**config.mk**
```make
export PLATFORM = sky130hd
export DESIGN_NAME = acc_result_gen
export DESIGN_NICKNAME = d
export VERILOG_FILES = /design/src/rtl/acc_result_gen.sv
export SDC_FILE = /design/constraint.sdc
export NUM_CORES = 1
export LEC_CHECK = 0
export CORE_ASPECT_RATIO = 1.25
export CORE_UTILIZATION = 45
export CTS_CLUSTER_DIAMETER = 80
export DETAILED_ROUTE_END_ITERATION = 8
export PLACE_DENSITY_LB_ADDON = 0.3
export SLEW_MARGIN = 20
export SYNTH_ARGS = -nofsm -noshare
export SYNTH_HDL_FRONTEND = slang
export SYNTH_SLANG_ARGS = --single-unit
```
**constraint.sdc**
```tcl
create_clock -name clk_i -period 4.31 [get_ports clk_i]
set_clock_uncertainty 0.05 [all_clocks]
set_input_delay 1.0775 -clock clk_i [delete_from_list [all_inputs] [get_ports clk_i]]
set_output_delay 1.0775 -clock clk_i [all_outputs]
set_load 0.05 [all_outputs]
```
**src/rtl/acc_result_gen.sv**
```systemverilog
`default_nettype none
// ============================================================================
// Module   : acc_result_gen
// Brief    : Debounced, hysteretic acceleration-event level plus unit tick.
// Revision : 1.0
// ============================================================================
module acc_result_gen #(
  parameter real TCQ    = 0.1,
  parameter int  DATA_W = 16
) (
  input  logic              clk_i,
  input  logic              rst_n_i,
  input  logic              enable_i,
  input  logic              sample_valid_i,
  input  logic [DATA_W-1:0] sample_data_i,
  input  logic [DATA_W-1:0] acc_thr_high_i,
  input  logic [DATA_W-1:0] acc_thr_low_i,
  input  logic [7:0]        acc_confirm_i,
  input  logic [15:0]       unit_period_i,
  output logic              filter_unit_flag_o,
  output logic              filter_acc_result_o,
  output logic [DATA_W-1:0] acc_peak_o,
  output logic [15:0]       acc_event_cnt_o
);

  // TCQ only matters to simulation models; it is never applied here.
  generate
    if (TCQ < 0.0) begin : g_tcq_unused
    end
  endgenerate

  typedef enum logic [1:0] {
    ST_IDLE     = 2'd0,
    ST_RISE_CHK = 2'd1,
    ST_ACTIVE   = 2'd2,
    ST_FALL_CHK = 2'd3
  } state_t;

  state_t            r_state;
  logic [7:0]        r_confirm_cnt;
  logic [15:0]       r_unit_cnt;
  logic              r_unit_flag;
  logic              r_acc_result;
  logic [DATA_W-1:0] r_peak;
  logic [15:0]       r_event_cnt;

  logic [15:0] w_eff_period;
  logic [7:0]  w_eff_confirm;
  logic [8:0]  w_cnt_inc;
  logic        w_confirm_done;
  logic        w_period_last;
  logic        w_is_high;
  logic        w_is_low;
  logic        w_peak_upd;
  logic [15:0] w_event_cnt_next;

  assign w_eff_period     = (unit_period_i == 16'd0) ? 16'd1 : unit_period_i;
  assign w_eff_confirm    = (acc_confirm_i == 8'd0) ? 8'd1 : acc_confirm_i;
  assign w_cnt_inc        = {1'b0, r_confirm_cnt} + 9'd1;
  // >= rather than == so a confirm value lowered mid-check cannot strand the counter
  assign w_confirm_done   = (w_cnt_inc >= {1'b0, w_eff_confirm});
  assign w_period_last    = (r_unit_cnt >= (w_eff_period - 16'd1));
  assign w_is_high        = (sample_data_i >= acc_thr_high_i);
  assign w_is_low         = (sample_data_i <= acc_thr_low_i);
  assign w_peak_upd       = (sample_data_i > r_peak);
  assign w_event_cnt_next = (r_event_cnt == 16'hFFFF) ? r_event_cnt : r_event_cnt + 16'd1;

  always_ff @(posedge clk_i) begin
    if (!rst_n_i) begin
      r_state       <= ST_IDLE;
      r_confirm_cnt <= 8'd0;
      r_unit_cnt    <= 16'd0;
      r_unit_flag   <= 1'b0;
      r_acc_result  <= 1'b0;
      r_peak        <= '0;
      r_event_cnt   <= 16'd0;
    end else if (!enable_i) begin
      r_state       <= ST_IDLE;
      r_confirm_cnt <= 8'd0;
      r_unit_cnt    <= 16'd0;
      r_unit_flag   <= 1'b0;
      r_acc_result  <= 1'b0;
    end else begin
      if (w_period_last) begin
        r_unit_cnt  <= 16'd0;
        r_unit_flag <= 1'b1;
      end else begin
        r_unit_cnt  <= r_unit_cnt + 16'd1;
        r_unit_flag <= 1'b0;
      end

      if (sample_valid_i) begin
        case (r_state)
          ST_IDLE: begin
            if (w_is_high) begin
              if (w_eff_confirm == 8'd1) begin
                r_state       <= ST_ACTIVE;
                r_confirm_cnt <= 8'd0;
                r_acc_result  <= 1'b1;
                r_peak        <= sample_data_i;
                r_event_cnt   <= w_event_cnt_next;
              end else begin
                r_state       <= ST_RISE_CHK;
                r_confirm_cnt <= 8'd1;
              end
            end
          end
          ST_RISE_CHK: begin
            if (w_is_high) begin
              if (w_confirm_done) begin
                r_state       <= ST_ACTIVE;
                r_confirm_cnt <= 8'd0;
                r_acc_result  <= 1'b1;
                r_peak        <= sample_data_i;
                r_event_cnt   <= w_event_cnt_next;
              end else begin
                r_confirm_cnt <= w_cnt_inc[7:0];
              end
            end else begin
              r_state       <= ST_IDLE;
              r_confirm_cnt <= 8'd0;
            end
          end
          ST_ACTIVE: begin
            if (w_peak_upd) r_peak <= sample_data_i;
            if (w_is_low) begin
              if (w_eff_confirm == 8'd1) begin
                r_state       <= ST_IDLE;
                r_confirm_cnt <= 8'd0;
                r_acc_result  <= 1'b0;
              end else begin
                r_state       <= ST_FALL_CHK;
                r_confirm_cnt <= 8'd1;
              end
            end
          end
          ST_FALL_CHK: begin
            if (w_peak_upd) r_peak <= sample_data_i;
            if (w_is_low) begin
              if (w_confirm_done) begin
                r_state       <= ST_IDLE;
                r_confirm_cnt <= 8'd0;
                r_acc_result  <= 1'b0;
              end else begin
                r_confirm_cnt <= w_cnt_inc[7:0];
              end
            end else begin
              r_state       <= ST_ACTIVE;
              r_confirm_cnt <= 8'd0;
            end
          end
          default: begin
            r_state       <= ST_IDLE;
            r_confirm_cnt <= 8'd0;
            r_acc_result  <= 1'b0;
          end
        endcase
      end
    end
  end

  assign filter_unit_flag_o  = r_unit_flag;
  assign filter_acc_result_o = r_acc_result;
  assign acc_peak_o          = r_peak;
  assign acc_event_cnt_o     = r_event_cnt;

endmodule
`default_nettype wire
```
Word level (Yosys, flattened, before mapping):

Index checks and enable logic that the tools add are counted.
W data, S select, Z words.

* muxes and demuxes: 40
* reductions and logical operators: 12
* $add $sub $neg: 4
* bitwise logic cells: 2
* eq/ne operators: 16
* $lt $le $gt $ge: 5

Operators by type and width (number)
* $mux W16: 11
* $mux W8: 6
* $pmux W16 S3: 1
* $add A16 B1 Y16 const B: 2
* $ge A16 B16 Y1: 2
* $pmux W16 S2: 1
* $pmux W8 S4: 1
* $eq A16 B16 Y1 const B: 1
* $gt A16 B16 Y1: 1
* $le A16 B16 Y1: 1
* $logic_not A16 Y1: 1
* $mux W2: 8
* $ne A2 B2 Y1 const B: 8
* $sub A16 B1 Y16 const B: 1
* $reduce_and A7 Y1: 2
* $mux W1: 10
* $add A8 B1 Y9 const B: 1
* $ge A9 B8 Y1: 1
* $reduce_and A9 Y1: 1
* $eq A8 B1 Y1 const B: 1
* $logic_not A8 Y1: 1
* $pmux W2 S4: 1
* $ne A3 B3 Y1 const B: 2
* $reduce_and A5 Y1: 1
* other kinds (11): 13

* input port bits: 76
* word-level logic and storage cells: 86
* output and inout port bits: 34
* register bits after elaboration: 60

Longest topological paths before layout:

* word-level depth: 6
* depth in mapped cells: 18
* mapped depth without buffers: 17

Worst setup path after synthesis:

Ideal clock, no wire load.

* path type: input port to flip-flop
* start: input port unit_period_i[9]
* end: register r_unit_cnt[13]
* required time: 4132 ps
* cell stages on the path: 15
* setup time: 128 ps
* setup slack: -223 ps
* arrival time: 4356 ps
* path through: or4_1 or3_1 nor3_1 a31oi_1 ha_1 nand2_1 nor4_1 xnor2_1 ha_1 nand4_1 nor2_1 o2111ai_1 o21ai_1 clkbuf_1 nor2_1

* cells in the longest elaborated chain, start to end: 5

Ends and longest elaborated chain
* from (decl): RTL line 19 `input logic [15:0] unit_period_i,`
* $logic_not A16 Y1: RTL line 57 `assign w_eff_period = (unit_period_i == 16'd0) ? 16'd1 : unit_period_i;`
* $mux W16 *: RTL line 57
* $sub A16 B1 Y16 *: RTL line 62 `assign w_period_last = (r_unit_cnt >= (w_eff_period - 16'd1));`
* $ge A16 B16 Y1 *: RTL line 62
* $reduce_or A3 Y1 (no line) *
* to (signal assigned): RTL line 88 `r_unit_cnt <= r_unit_cnt + 16'd1;`
* to (decl): RTL line 41 `logic [15:0] r_unit_cnt;`

Mark *: on every way between the ends. The rest lies on a longest branch, timed or not.
A chain may end at the register's enable or synchronous reset.

Final worst setup path:

* start: input port unit_period_i[2]
* end: register r_unit_cnt[6]

The elaborated chain is that of the path after synthesis.

==> impl_metrics.json <==
{
  "drive_gt1_share_pct": 8.70,
  "finalSetupViolations": 0,
  "layout_commonest_cell": "clkdlybuf4s50_1",
  "r2r-end": "acc_peak_o[15]",
  "cts-root-buf": "clkbuf_16",
  "crit_fanout": 8,
  "core_area_um2": 10200,
  "grt_max_degree": 51,
  "max_freq_mhz": 243,
  "endpoint_kind": "flip-flop",
  "hold_buffers": 0,
  "place_inst": 843,
  "hold_viol": 0,
  "avgSynthCellArea_um2": 8.04,
  "gp_congestion": 0.808,
  "fp.dieH_um": 117,
  "critPathBufInv": 5,
  "dp_worst_setup_slack_ps": -652,
  "final_cell_mix": "clkdlybuf4s50_1 (105), ha_1 (75), nand2_1 (66)",
  "worst_slew_pin_slew_ps": 782,
  "crit_start": "unit_period_i[2]",
  "stdcell_count": 865,
  "total_power_mw": 1.53,
  "worstSetupPathType": "in2reg",
  "first_pass_iters": 4,
  "worst_slew_margin_rel_pct": 47.4,
  "synthDistinctLibCells": 55,
  "crit_family": "buffers and inverters",
  "reg2reg_from": "r_confirm_cnt[0]",
  "hold_class": "reg2reg",
  "ys_seq_elements": 60,
  "ant_nets": 0,
  "nets": 883,
  "required_ps": 4530,
  "fin_util_pct": 64.4,
  "crit_chain": "clkdlybuf4s50_1 -> buf_4 -> nor4_1 -> a31oi_2 -> buf_4 -> ha_1 -> nand2b_1 -> a21o_1 -> a21o_1 -> a21o_1 -> a211oi_2 -> buf_4 -> o21ai_4 -> buf_6 -> nor2_1",
  "antenna_found_initial": 0,
  "rows": 41,
  "min_period_over_period_pct": 95.3,
  "drcViolationCount": 0,
  "drt-total-wl_um": 12200,
  "first_iter_violations": 119,
  "syn_to_final_growth_pct": 37.0,
  "grt_use_total_pct": 22.2,
  "initial_core_util_pct": 47.0,
  "clk-insertion-delay-late_ps": 330,
  "slowest_stage": "nor4_1",
  "dp_hpwl_um": 9650,
  "crit_end": "r_unit_cnt[6]",
  "cts.htree.levels": 3,
  "fin_ws_ps": 201,
  "cts.path.max_buffers": 2,
  "powerDensity_nw_per_um2": 232,
  "cts_tree": "done",
  "path_depth": 15,
  "slew_violations": 0,
  "synth_cells": 597,
  "cp.arrival_ps": 4330,
  "syn_nets": 749,
  "power_leakage_nw": 2.82,
  "rsz0062_at_grt": "false",
  "clock_sink_count": 60,
  "cts_buffers": 9,
  "ys.warnings.count": 0,
  "ff2ff_path_depth": 14,
  "ff2ff_setup_slack_ps": 960,
  "vdd_drop_max_mv": 0.161,
  "io-pin-count": 110,
  "slowest_delay_ps": 690,
  "whs_ps": 423,
  "grt_pass1_vias": 4626,
  "overflow": 0,
  "ys_seq_area_share_pct": 25.0,
  "start_kind": "input port",
  "syn-cell-area_um2": 4800,
  "die_area_um2": 11100,
  "vias": 4698,
  "via_per_inst": 5.43,
  "drv_cap": 0,
  "wl_per_cell_um": 14.1,
  "diodes": 0,
  "die_w_um": 94.4,
  "port_buffers": 109,
  "synth_top_flop_cell": "dfxtp_1",
  "status": "finished, final reports clean",
  "synthArstFlopShare_pct": 0,
  "clkSlewWorstSetupHoldPaths_ps": 50,
  "grt_pass1_wl_um": 19900,
  "layout_min_cycle_time_ps": 4110,
  "synth_edf_count": 0
}
logic make-up (layout without fill, tap and decap cells):
| kind of cell | Yosys count | in the layout | synth area share [%] |
|---|---|---|---|
| and+or+nand+nor | 217 | 217 | 22.7 |
| AOI/OAI and AO/OA | 114 | 114 | 15.9 |
| buffers and inverters | 78 | 217 | 6.60 |
| adders and majority gates | 76 | 76 | 19.8 |
| DFF | 60 | 60 | 25.0 |
| xor gates and xnor gates | 34 | 34 | 6.21 |
| muxes | 18 | 18 | 3.75 |
synthesized netlist by cell type (3+ instances only):
master / count / share of area, %
a211oi_1: 4 / 0.63
a21boi_0: 5 / 0.78
a21boi_1: 6 / 0.94
a21o_1: 17 / 2.7
a21oi_1: 27 / 2.8
a31oi_1: 7 / 0.91
and2_1: 6 / 0.78
and3_1: 9 / 1.2
and4_1: 3 / 0.55
buf_6: 3 / 0.70
clkbuf_1: 12 / 0.94
dfxtp_1: 60 / 25
ha_1: 76 / 20
inv_1: 61 / 4.8
mux2i_1: 18 / 3.8
nand2_1: 67 / 5.2
nand2b_1: 6 / 0.78
nand3_1: 21 / 2.2
nand4_1: 17 / 2.2
nor2_1: 38 / 3.0
nor2b_1: 5 / 0.65
nor3_1: 12 / 1.3
nor4_1: 7 / 0.91
o211ai_1: 3 / 0.47
o21a_1: 5 / 0.78
o21ai_0: 18 / 1.9
or3_1: 16 / 2.1
xnor2_1: 20 / 3.7
xor2_1: 14 / 2.6
worst reg2reg max path: cells and delay by family, from the launching register on:
kind                       cells  cell delay, ps
AOI/OAI and AO/OA              4             720
xor gates and xnor gates       1             150
adders and majority gates      2             600
buffers and inverters          2             370
DFF                            1             400
muxes                          1             130
and+or+nand+nor                4             800
cell type report:
cell class / instances / area, um2
Multi-Input combinational cell: 459 / 3350
Sequential cell: 60 / 1200
Fill cell: 863 / 3630
Tap cell: 129 / 161
Timing Repair Buffer: 140 / 1360
Clock inverter: 5 / 36.3
Clock buffer: 11 / 243
Inverter: 61 / 229
routing by layer:
metal  track usage (%)  share of wire [%]  vias up
met1              24.1                 42     2183
met3              3.81                4.7       13
met4              8.27                1.3        0
met5                 0                  0        -
li1                  -                  -     2388
met2              41.7                 52      114
flip-flops by register name, summed over array words and instances, names as in the netlist:
register             count
acc_event_cnt_o         16
acc_peak_o              16
filter_acc_result_o      1
filter_unit_flag_o       1
r_confirm_cnt            8
r_state                  2
r_unit_cnt              16
metrics by stage:
| stage | area (um2) | TNS (ps) |
|---|---|---|
| final | 6570 | 0 |
| after global routing | 6570 | 0 |
| after CTS | 6540 | 0 |
| after detailed placement | 6170 | -10540 |
| after global placement | 6170 | -8230 |
| after floorplan | 4810 | 0 |
worst min-delay path by stage:
stage / startpoint / to / cells after the start
4_1_cts: acc_peak_o[14] / acc_peak_o[14] / 2
5_1_grt: acc_peak_o[8] / acc_peak_o[8] / 2
3_5_place_dp: acc_peak_o[11] / acc_peak_o[11] / 2
2_1_floorplan: r_unit_cnt[0] / r_unit_cnt[0] / 1
6_report: acc_peak_o[2] / acc_peak_o[2] / 2
3_3_place_gp: r_unit_cnt[0] / r_unit_cnt[0] / 1
power by group:
part / switching [mW] / internal, mW / total, mW
Clock: 0.263 / 0.405 / 0.668
Sequential: 0.00641 / 0.559 / 0.566
Combinational: 0.139 / 0.153 / 0.292
what timing repair did:
item                       4_1_cts  5_1_grt
gates resized for setup          9       11
setup endpoints to repair       16       17
setup buffers                    6        0
pin swaps                       10       10
Power figures use the tool's default switching activity.
